===== src/rtl/button_event_gen_pkg.sv =====
// Shared types and default timing for the push-button conditioning chain.
// Defaults assume a 25 MHz system clock.
package button_event_gen_pkg;

  typedef enum logic [1:0] {
    ST_IDLE   = 2'd0,
    ST_HOLD   = 2'd1,
    ST_REPEAT = 2'd2
  } state_e;

  localparam int DEF_DEBOUNCE_LIMIT = 250000;    // 10 ms
  localparam int DEF_HOLD_LIMIT     = 12500000;  // 500 ms
  localparam int DEF_REPEAT_LIMIT   = 2500000;   // 100 ms

  function automatic int max_int(input int a, input int b);
    return (a > b) ? a : b;
  endfunction

endpackage


===== src/rtl/button_event_gen_sync_debounce.sv =====
// Two-flop synchroniser followed by a counting debounce filter.
// o_Rise/o_Fall are combinational: they flag the flip that the next edge commits.
module sync_debounce
  import button_event_gen_pkg::*;
#(
  parameter int DEBOUNCE_LIMIT = DEF_DEBOUNCE_LIMIT
) (
  input  logic i_Clk,
  input  logic i_Rst_L,
  input  logic i_In,
  output logic o_Level,
  output logic o_Rise,
  output logic o_Fall
);

  localparam int DEB_W = (DEBOUNCE_LIMIT > 1) ? $clog2(DEBOUNCE_LIMIT) : 1;
  localparam logic [DEB_W-1:0] DEB_END = DEB_W'(DEBOUNCE_LIMIT - 1);

  logic             s1_q;
  logic             s2_q;
  logic             level_q;
  logic             level_d;
  logic [DEB_W-1:0] cnt_q;
  logic [DEB_W-1:0] cnt_d;
  logic             flip;

  always_ff @(posedge i_Clk or negedge i_Rst_L) begin
    if (!i_Rst_L) begin
      s1_q    <= 1'b0;
      s2_q    <= 1'b0;
      level_q <= 1'b0;
      cnt_q   <= '0;
    end else begin
      s1_q    <= i_In;
      s2_q    <= s1_q;
      level_q <= level_d;
      cnt_q   <= cnt_d;
    end
  end

  // Any sample matching the current level restarts the qualification run.
  always_comb begin
    flip    = (s2_q != level_q) && (cnt_q == DEB_END);
    level_d = level_q;
    cnt_d   = cnt_q;
    if (s2_q == level_q) begin
      cnt_d = '0;
    end else if (flip) begin
      level_d = s2_q;
      cnt_d   = '0;
    end else begin
      cnt_d = cnt_q + DEB_W'(1);
    end
  end

  assign o_Level = level_q;
  assign o_Rise  = flip & s2_q;
  assign o_Fall  = flip & ~s2_q;

endmodule


===== src/rtl/button_event_gen.sv =====
// Push-button event generator: debounced level plus press, release and
// auto-repeat pulses, all registered on the edge the debounced level flips.
module button_event_gen
  import button_event_gen_pkg::*;
#(
  parameter int DEBOUNCE_LIMIT = DEF_DEBOUNCE_LIMIT,
  parameter int HOLD_LIMIT     = DEF_HOLD_LIMIT,
  parameter int REPEAT_LIMIT   = DEF_REPEAT_LIMIT,
  parameter bit REPEAT_EN      = 1'b1
) (
  input  logic i_Clk,
  input  logic i_Rst_L,
  input  logic i_Switch,
  output logic o_Switch,
  output logic o_Press_Pulse,
  output logic o_Release_Pulse,
  output logic o_Repeat_Pulse,
  output logic o_Event
);

  localparam int TMR_LIMIT = max_int(HOLD_LIMIT, REPEAT_LIMIT);
  localparam int TMR_W     = (TMR_LIMIT > 1) ? $clog2(TMR_LIMIT) : 1;
  localparam logic [TMR_W-1:0] HOLD_END   = TMR_W'(HOLD_LIMIT - 1);
  localparam logic [TMR_W-1:0] REPEAT_END = TMR_W'(REPEAT_LIMIT - 1);

  state_e           state_q;
  state_e           state_d;
  logic [TMR_W-1:0] tmr_q;
  logic [TMR_W-1:0] tmr_d;
  logic             rise;
  logic             fall;
  logic             press_q;
  logic             press_d;
  logic             release_q;
  logic             release_d;
  logic             repeat_q;
  logic             repeat_d;
  logic             event_q;
  logic             event_d;

  sync_debounce #(
    .DEBOUNCE_LIMIT(DEBOUNCE_LIMIT)
  ) u_debounce (
    .i_Clk  (i_Clk),
    .i_Rst_L(i_Rst_L),
    .i_In   (i_Switch),
    .o_Level(o_Switch),
    .o_Rise (rise),
    .o_Fall (fall)
  );

  always_ff @(posedge i_Clk or negedge i_Rst_L) begin
    if (!i_Rst_L) begin
      state_q <= ST_IDLE;
      tmr_q   <= '0;
    end else begin
      state_q <= state_d;
      tmr_q   <= tmr_d;
    end
  end

  // Without auto-repeat the hold timer parks at its terminal value.
  always_comb begin
    state_d = state_q;
    tmr_d   = tmr_q;
    unique case (state_q)
      ST_IDLE: begin
        if (rise) begin
          state_d = ST_HOLD;
          tmr_d   = '0;
        end
      end
      ST_HOLD: begin
        if (fall) begin
          state_d = ST_IDLE;
          tmr_d   = '0;
        end else if (tmr_q == HOLD_END) begin
          if (REPEAT_EN) begin
            state_d = ST_REPEAT;
            tmr_d   = '0;
          end
        end else begin
          tmr_d = tmr_q + TMR_W'(1);
        end
      end
      ST_REPEAT: begin
        if (fall) begin
          state_d = ST_IDLE;
          tmr_d   = '0;
        end else if (tmr_q == REPEAT_END) begin
          tmr_d = '0;
        end else begin
          tmr_d = tmr_q + TMR_W'(1);
        end
      end
      default: begin
        state_d = ST_IDLE;
        tmr_d   = '0;
      end
    endcase
  end

  // A release on the same edge as timer expiry suppresses the repeat.
  always_comb begin
    press_d   = (state_q == ST_IDLE) && rise;
    release_d = (state_q != ST_IDLE) && fall;
    repeat_d  = !fall &&
                (((state_q == ST_HOLD) && REPEAT_EN && (tmr_q == HOLD_END)) ||
                 ((state_q == ST_REPEAT) && (tmr_q == REPEAT_END)));
    event_d   = press_d | repeat_d;
  end

  always_ff @(posedge i_Clk or negedge i_Rst_L) begin
    if (!i_Rst_L) begin
      press_q   <= 1'b0;
      release_q <= 1'b0;
      repeat_q  <= 1'b0;
      event_q   <= 1'b0;
    end else begin
      press_q   <= press_d;
      release_q <= release_d;
      repeat_q  <= repeat_d;
      event_q   <= event_d;
    end
  end

  assign o_Press_Pulse   = press_q;
  assign o_Release_Pulse = release_q;
  assign o_Repeat_Pulse  = repeat_q;
  assign o_Event         = event_q;

endmodule


===== config.mk =====
export PLATFORM = sky130hd
export DESIGN_NAME = button_event_gen
export DESIGN_NICKNAME = d
export VERILOG_FILES = /design/src/rtl/button_event_gen_pkg.sv /design/src/rtl/button_event_gen_sync_debounce.sv /design/src/rtl/button_event_gen.sv
export SDC_FILE = /design/constraint.sdc
export NUM_CORES = 1
export LEC_CHECK = 0
export ABC_AREA = 1
export BUFFER_PORTS_ARGS = -buffer_cell sky130_fd_sc_hd__buf_2
export CAP_MARGIN = 10
export CORE_MARGIN = 8
export CORE_UTILIZATION = 38
export CTS_CLUSTER_DIAMETER = 40
export DETAILED_ROUTE_END_ITERATION = 7
export PLACE_DENSITY = 0.5
export SLEW_MARGIN = 5
export SYNTH_ARGS = -nofsm -noshare
export SYNTH_HDL_FRONTEND = slang
export SYNTH_HIERARCHICAL = 1
export SYNTH_SLANG_ARGS = --single-unit

===== constraint.sdc =====
create_clock -name i_Clk -period 5.9 [get_ports i_Clk]
set_input_delay 1.18 -clock i_Clk [delete_from_list [all_inputs] [get_ports i_Clk]]
set_output_delay 1.18 -clock i_Clk [all_outputs]
set_load 0.01 [all_outputs]

==> results.rst, run 1 <==
.. list-table::
   :header-rows: 1

   * - Metric
     - Value
   * - Status
     - complete, no violations
   * - Sequential power share
     - 0.578
   * - Start-to-end type of the worst setup path
     - reg -> reg
   * - Reg area
     - about 1300 um^2
   * - Site Rows
     - 33
   * - Clk slew on worst S/H paths
     - 90 ps
   * - Gate Count Post-Synth
     - roughly 400
   * - Num ports
     - 8
   * - Switching portion of total power
     - 0.218
   * - Number of diodes
     - 0
   * - Max-cap violations
     - 0
   * - Inst Count DP
     - between 500 and 600
   * - Total Die Area
     - ~11,000 um^2
   * - Relative contribution of combinational cells to total power
     - 0.024
   * - DRC Markers
     - 0
   * - Critical path data required time
     - around 6000 ps
   * - Yosys warning count
     - 6
   * - Count of final max-slew check failures
     - 0
   * - Post-layout nets
     - about 410
   * - CTS tree
     - built
   * - Post-CTS setup buffer count
     - 0
   * - Resized Gates After CTS
     - 0
   * - Data arrival at the endpoint of the critical path
     - a little over 3000 ps
   * - Power per unit of standard cell area
     - about 180 nW/um^2
   * - Worst hold slack across all endpoints
     - between 300 and 400 ps
   * - Final period util
     - 0.479
   * - Portion of the post-synthesis area used by sequential elements
     - 0.412
   * - Global-route wire length before repair
     - between 10 and 15 mm
   * - Final critical-path required period
     - between 2000 and 3000 ps
   * - Routed vias
     - around 2,400
   * - Internal power
     - approximately 0.48 mW
   * - Static power due to leakage
     - 1.39 nW
   * - Sum of negative setup slack
     - 0 ps
   * - Number of sinks handled by clock tree synthesis
     - between 50 and 60
   * - Final count of negative-setup-slack endpoints
     - 0
   * - Highest achievable clock rate
     - 354 MHz
   * - Startpoint types
     - flip-flop
   * - Vias per cell
     - between 4 and 5
   * - Number of unique standard cell types used by synthesis
     - 29
   * - Number of hold-repair buffers added at the cts stage
     - 0
   * - Area of the multi-input gates
     - 1580 um^2
   * - Count of state elements after synthesis
     - 51
   * - Largest net degree at the start of global routing
     - 52
   * - Final Hold Fails
     - 0
   * - Tot Pwr
     - 0.612 mW
   * - Part of the total power dissipated in the clock network
     - 0.398
   * - Largest buffer count on any clock path
     - 2
   * - Sw Pwr
     - 0.133 mW
   * - Total number of H-tree levels
     - 2
   * - Tightest slew margin relative to the limit
     - 0.558
   * - Final Routed Wirelength
     - between 6 and 7 mm
   * - Number of clock buffers inserted by TritonCTS
     - 5
   * - Post-synthesis net count
     - 402
   * - Clock Latency Late Sink
     - 300 ps
   * - Area growth from synthesis to final layout
     - 7.35%
   * - Antenna violations before repair
     - 0
   * - Max Fanout on Critical Path
     - 14
   * - Number of fill cells
     - 845
   * - Number of optimization iterations in the first detailed-route pass
     - 5
   * - Gr ovfl total
     - 0
   * - Avg Synthesized Cell Area
     - approximately 7.9 um^2
   * - Starting DRT DRC Count
     - 82
   * - Detailed Place HPWL
     - 4.81 mm
   * - Type of element capturing the critical path
     - flip-flop
   * - Actual slew at the worst max-slew pin
     - between 600 and 700 ps
   * - Die height
     - about 110 um
   * - Max IR drop VDD
     - just over 0.00007 V
   * - Initial standard-cell utilization of the core
     - 0.385
   * - Antenna viol nets, final
     - 0
   * - Netlist area before placement
     - 3100 um^2
   * - Filler-free cell count of the finished design
     - 509
   * - RD Place Congestion
     - approximately 0.86
   * - Proportion of layout cells with a drive suffix above 1
     - 0.186
   * - Core area
     - between 8000 and 9000 um^2
   * - Die Wd
     - 106 um
   * - Unrepaired setup endpoints after global routing
     - no
   * - Vias in the first global route
     - about 2,400
   * - Worst clock skew
     - 3.29 ps
   * - Root buf cell
     - sky130_fd_sc_hd__clkbuf_8
   * - # port buffers
     - 7
   * - Global-route usage over all layers
     - 0.125
   * - Average wire per cell in the routed design
     - approximately 13 um
   * - Worst hold path class
     - reg -> reg
[synthesized netlist by cell type, drive strengths merged]
| cell type | number | share of area |
|---|---|---|
| nor2 | 91 | 0.13 |
| nand2 | 87 | 0.12 |
| dfrtp | 51 | 0.41 |
| inv | 50 | 0.061 |
| nand3 | 26 | 0.045 |
| a21oi | 24 | 0.063 |
| xor2 | 19 | 0.054 |
| nand4 | 11 | 0.022 |
| o21ai | 8 | 0.013 |
| buf | 6 | 0.019 |
| ha | 5 | 0.020 |
| xnor2 | 5 | 0.014 |
| nor3 | 4 | 0.0065 |
| and2 | 2 | 0.0040 |
| a31oi | 1 | 0.0020 |
| nand3b | 1 | 0.0024 |
| nor3b | 1 | 0.0024 |
| o21bai | 1 | 0.0024 |
| o22ai | 1 | 0.0020 |
[cells by family after synthesis]
logic type,share of synthesized area
AND/OR/NAND/NOR,0.338
adder cells (fa/ha/maj),0.0202
flip-flops,0.412
XOR/XNOR,0.0678
AO/OA/AOI/OAI,0.0824
buffers and inverters,0.0799
[critical path, cell delays in order (launching register included)]
cell	delay, ps
sky130_fd_sc_hd__dfrtp_1	390
sky130_fd_sc_hd__ha_1	200
sky130_fd_sc_hd__nand3_1	130
sky130_fd_sc_hd__nor2_2	140
sky130_fd_sc_hd__nand3_2	190
sky130_fd_sc_hd__nor2_1	220
sky130_fd_sc_hd__inv_1	60
sky130_fd_sc_hd__nand2_1	470
sky130_fd_sc_hd__inv_1	240
sky130_fd_sc_hd__nor2_2	210
sky130_fd_sc_hd__nand2_1	110
sky130_fd_sc_hd__nor2_2	130
sky130_fd_sc_hd__nand2_1	60
sky130_fd_sc_hd__nand2_1	60
sky130_fd_sc_hd__nand2_1	40
sky130_fd_sc_hd__a21oi_1	110
[layer usage]
layer  vias up  part of all wire  track usage
met5         -                 0            0
met4         0             0.039       0.0673
met3        17             0.022       0.0242
met2        26              0.48        0.214
met1      1096              0.46        0.146
li1       1242                 -            -
[cell type report]
class | count | share of cell area
multi-input cells | 287 | 0.473
flip-flops and latches | 51 | 0.384
inverters | 50 | 0.0564
well taps | 105 | 0.0395
clock buffers | 5 | 0.0207
repair buffers | 9 | 0.0150
clock inverters | 2 | 0.0113
[cell usage in the layout, fill, tap and decap left out, types with 7 or more instances in the layout]
master / instances
sky130_fd_sc_hd__a21oi_2: 20
sky130_fd_sc_hd__buf_2: 7
sky130_fd_sc_hd__dfrtp_1: 51
sky130_fd_sc_hd__inv_1: 46
sky130_fd_sc_hd__nand2_1: 72
sky130_fd_sc_hd__nand2_2: 12
sky130_fd_sc_hd__nand3_1: 24
sky130_fd_sc_hd__nand4_1: 11
sky130_fd_sc_hd__nor2_1: 73
sky130_fd_sc_hd__nor2_2: 13
sky130_fd_sc_hd__xor2_1: 19
[power by group through the flow]
| stage | sequential (mW) | clock, mW | combinational (mW) |
|---|---|---|---|
| 2_1_floorplan | 0.360 | 0 | 0.00568 |
| 3_5_place_dp | 0.360 | 0 | 0.0157 |
| 4_1_cts | 0.354 | 0.252 | 0.0157 |
| 5_1_grt | 0.354 | 0.265 | 0.0177 |
| 6_report | 0.354 | 0.244 | 0.0148 |
| 3_3_place_gp | 0.360 | 0 | 0.0156 |
[sequential cells by signal (all words and copies together) (netlist names)]
name and count:
u_debounce/s2_q 1, o_Event 1, o_Release_Pulse 1, u_debounce/cnt_q 18
u_debounce/s1_q 1, state_q 2, u_debounce/o_Level 1, o_Press_Pulse 1
o_Repeat_Pulse 1, tmr_q 24
[path summary, 6_finish.rpt]
check | cells past startpoint | slack (ps) | end | start
setup / recovery | 15 | 3070 | tmr_q[16] | u_debounce/cnt_q[0]
hold / removal | 0 | 360 | u_debounce/s2_q | u_debounce/s1_q
setup reg to reg | 15 | 3070 | tmr_q[16] | u_debounce/cnt_q[0]
hold reg to reg | 0 | 360 | u_debounce/s2_q | u_debounce/s1_q
max in group asynchronous | 2 | 4480 | tmr_q[21] | i_Rst_L
min in group asynchronous | 2 | 980 | u_debounce/cnt_q[7] | i_Rst_L
[through the flow]
step	utilization	setup WS, ps	cell area [um^2]
detailed placement	0.400	3070	3220
CTS	0.413	3040	3330
finish	0.413	3070	3330
global placement	0.400	3140	3220
floorplan	-	3830	3100
global route	0.413	2720	3330
(Power assumes the default switching activity.)
==> inputs of run 2 (changes only) <==
Clock period 5.9 ns to 2.95 ns, I/O delays scaled along.
==> run 2 against run 1 <==
- sequential share of layout area is 0.086 points lower
- flip-flop and latch count stayed put
- utilization is 0.093 points higher
- routed wire length is 0.69% higher
- critical path depth stayed put
- critical endpoint unchanged
==> results.rst, run 2 (synthesis results as in run 1) <==
.. list-table::
   :header-rows: 1

   * - Metric
     - Value
   * - Status
     - complete, no violations (unchanged)
   * - Die Wd
     - 106 um (unchanged)
   * - Highest achievable clock rate
     - 407 MHz (was 354 MHz)
   * - Proportion of layout cells with a drive suffix above 1
     - 0.188 (was 0.186)
   * - Post-CTS setup buffer count
     - 0 (unchanged)
   * - Total number of H-tree levels
     - 2 (unchanged)
   * - Largest net degree at the start of global routing
     - 52 (unchanged)
   * - DRC Markers
     - 0 (unchanged)
   * - Area growth from synthesis to final layout
     - 7.59% (was 7.35%)
   * - Final Hold Fails
     - 0 (unchanged)
   * - Total Die Area
     - 11,300 um^2 (unchanged)
   * - Number of clock buffers inserted by TritonCTS
     - 5 (unchanged)
   * - Number of diodes
     - 0 (unchanged)
   * - Antenna viol nets, final
     - 0 (unchanged)
   * - Routed vias
     - 2,399 (was 2,381)
   * - Worst-path cell chain
     - ha_1 > nand3_1 > nor2_2 > nand3_2 > nor2_1 > inv_1 > nand2_1 > inv_1 > nor2_2 > nand2_1 > nor2_2 > nand2_1 > nand2_1 > nand2_1 > a21oi_1 (unchanged)
   * - Cell seen most often among critical-path stages
     - sky130_fd_sc_hd__nand2_1 (unchanged)
   * - Biggest cell delay along the critical path
     - 400 ps (was 470 ps)
   * - Resized Gates After CTS
     - 0 (unchanged)
   * - Clock Latency Late Sink
     - 300 ps (about the same)
   * - Commonest non-fill, non-tap cell in the layout
     - sky130_fd_sc_hd__nor2_1 (unchanged)
   * - Site Rows
     - 33 (unchanged)
   * - Num ports
     - 8 (unchanged)
   * - Global-route usage over all layers
     - 0.125 (about the same)
   * - Internal reg-to-reg setup slack
     - 490 ps (was 3070 ps)
   * - Max IR drop VDD
     - 0.000214 V (was 0.0000723 V)
   * - Largest buffer count on any clock path
     - 2 (unchanged)
   * - Final count of negative-setup-slack endpoints
     - 0 (unchanged)
   * - Startpoint types
     - flip-flop (unchanged)
   * - Data arrival at the endpoint of the critical path
     - 2690 ps (was 3060 ps)
   * - Cell type group with the largest total delay on the critical path
     - simple AND/OR/NAND/NOR gates (unchanged)
   * - Final period util
     - 0.833 (was 0.479)
   * - Critical path buffer and inverter count
     - 2 (unchanged)
   * - Max-cap violations
     - 0 (unchanged)
   * - CTS tree
     - built (unchanged)
   * - Number of hold-repair buffers added at the cts stage
     - 0 (unchanged)
   * - # port buffers
     - 7 (unchanged)
   * - Global-route wire length before repair
     - 11.6 mm (was 11.4 mm)
   * - Core area
     - 8050 um^2 (unchanged)
   * - Largest register by flop count
     - tmr_q (unchanged)
   * - Worst hold slack across all endpoints
     - 364 ps (about the same)
   * - Post-layout nets
     - 413 (was 412)
   * - Critical-path cell with the highest stage delay
     - sky130_fd_sc_hd__dfrtp_1 (was sky130_fd_sc_hd__nand2_1)
   * - Detailed Place HPWL
     - 4.78 mm (was 4.81 mm)
   * - Biggest regs
     - tmr_q x24, u_debounce/cnt_q x18, state_q x2 (unchanged)
   * - Worst hold path class
     - reg -> reg (unchanged)
   * - Root buf cell
     - sky130_fd_sc_hd__clkbuf_8 (unchanged)
   * - Critical path data required time
     - 3180 ps (was 6130 ps)
   * - Power per unit of standard cell area
     - 366 nW/um^2 (was 184 nW/um^2)
   * - Final critical-path required period
     - 2460 ps (was 2830 ps)
   * - Number of sinks handled by clock tree synthesis
     - 51 (unchanged)
   * - Static power due to leakage
     - 1.39 nW (about the same)
   * - Final core area utilization
     - 0.414 (was 0.413)
   * - Starting DRT DRC Count
     - 103 (was 82)
   * - Vias in the first global route
     - 2,374 (was 2,402)
   * - RD Place Congestion
     - 0.855 (was 0.856)
   * - Gr ovfl total
     - 0 (unchanged)
   * - Count of final max-slew check failures
     - 0 (unchanged)
   * - Vias per cell
     - 4.70 (was 4.68)
   * - Unrepaired setup endpoints after global routing
     - no (unchanged)
   * - Actual slew at the worst max-slew pin
     - 656 ps (was 663 ps)
   * - Number of optimization iterations in the first detailed-route pass
     - 4 (was 5)
   * - Die height
     - 106 um (unchanged)
   * - Max reg flops
     - 24 (unchanged)
   * - Average wire per cell in the routed design
     - 12.9 um (about the same)
   * - Type of element capturing the critical path
     - flip-flop (unchanged)
   * - Clk slew on worst S/H paths
     - 100 ps (was 90 ps)
   * - Tightest slew margin relative to the limit
     - 0.563 (was 0.558)
   * - Sum of negative setup slack
     - 0 ps (unchanged)
   * - Initial standard-cell utilization of the core
     - 0.385 (unchanged)
   * - Start-to-end type of the worst setup path
     - reg -> reg (unchanged)
   * - Worst Slack Setup Final
     - 493 ps (was 3070 ps)
   * - Final Routed Wirelength
     - 6.59 mm (was 6.54 mm)
   * - Commonest cells after routing, fill and taps aside
     - sky130_fd_sc_hd__nor2_1, sky130_fd_sc_hd__nand2_1, sky130_fd_sc_hd__dfrtp_1, sky130_fd_sc_hd__inv_1, sky130_fd_sc_hd__nand3_1 (unchanged)
   * - Max Fanout on Critical Path
     - 8 (was 14)
   * - Antenna violations before repair
     - 0 (unchanged)
   * - Worst clock skew
     - 4.86 ps (was 3.29 ps)
   * - DP Worst Slack
     - 521 ps (was 3070 ps)
## run 2: changes by cell type in the layout (fill, tap and decap cells not counted), sizes merged
cell / change
buf: +1
## run 2: area by class of cell
cell class / instances / area, um^2
Tap cell: 105 / 131
Inverter: 50 / 188
Clock buffer: 5 / 68.8
Sequential cell: 51 / 1280
Clock inverter: 2 / 37.5
Timing Repair Buffer: 10 / 57.6
Multi-Input combinational cell: 287 / 1580
Fill cell: 825 / 4720
## run 2: path summary, 6_finish.rpt
path | startpoint | end | depth (start not counted)
worst min register to register | u_debounce/s1_q | u_debounce/s2_q | 0
min in group asynchronous | i_Rst_L | u_debounce/cnt_q[6] | 2
worst min-delay path | u_debounce/s1_q | u_debounce/s2_q | 0
worst max-delay path | u_debounce/cnt_q[0] | tmr_q[16] | 15
worst max register to register | u_debounce/cnt_q[0] | tmr_q[16] | 15
max in group asynchronous | i_Rst_L | tmr_q[20] | 2
## run 2: layer usage
metal | global-route usage | wire length, um | share of wire | vias up
li1 | - | - | - | 1251
met1 | 0.165 | 3200 | 0.49 | 1107
met2 | 0.202 | 3090 | 0.47 | 37
met3 | 0.0248 | 222 | 0.034 | 4
met4 | 0.0352 | 75 | 0.011 | 0
met5 | 0 | 0 | 0 | -
## run 2: metrics by stage
| step | std cells | instance area, um^2 | power [mW] |
|---|---|---|---|
| floorplan | 394 | 3100 | 0.732 |
| global placement | 503 | 3230 | 0.752 |
| detailed placement | 503 | 3230 | 0.753 |
| CTS | 510 | 3330 | 1.24 |
| global route | 510 | 3330 | 1.27 |
| finish | 510 | 3330 | 1.22 |
## run 2: where the power goes
group / total, mW / switching (mW) / leakage (nW) / internal, mW
clock: 0.484 / 0.236 / 0.0502 / 0.248
sequential: 0.707 / 0.00389 / 0.706 / 0.703
combinational: 0.0295 / 0.0232 / 0.638 / 0.00636
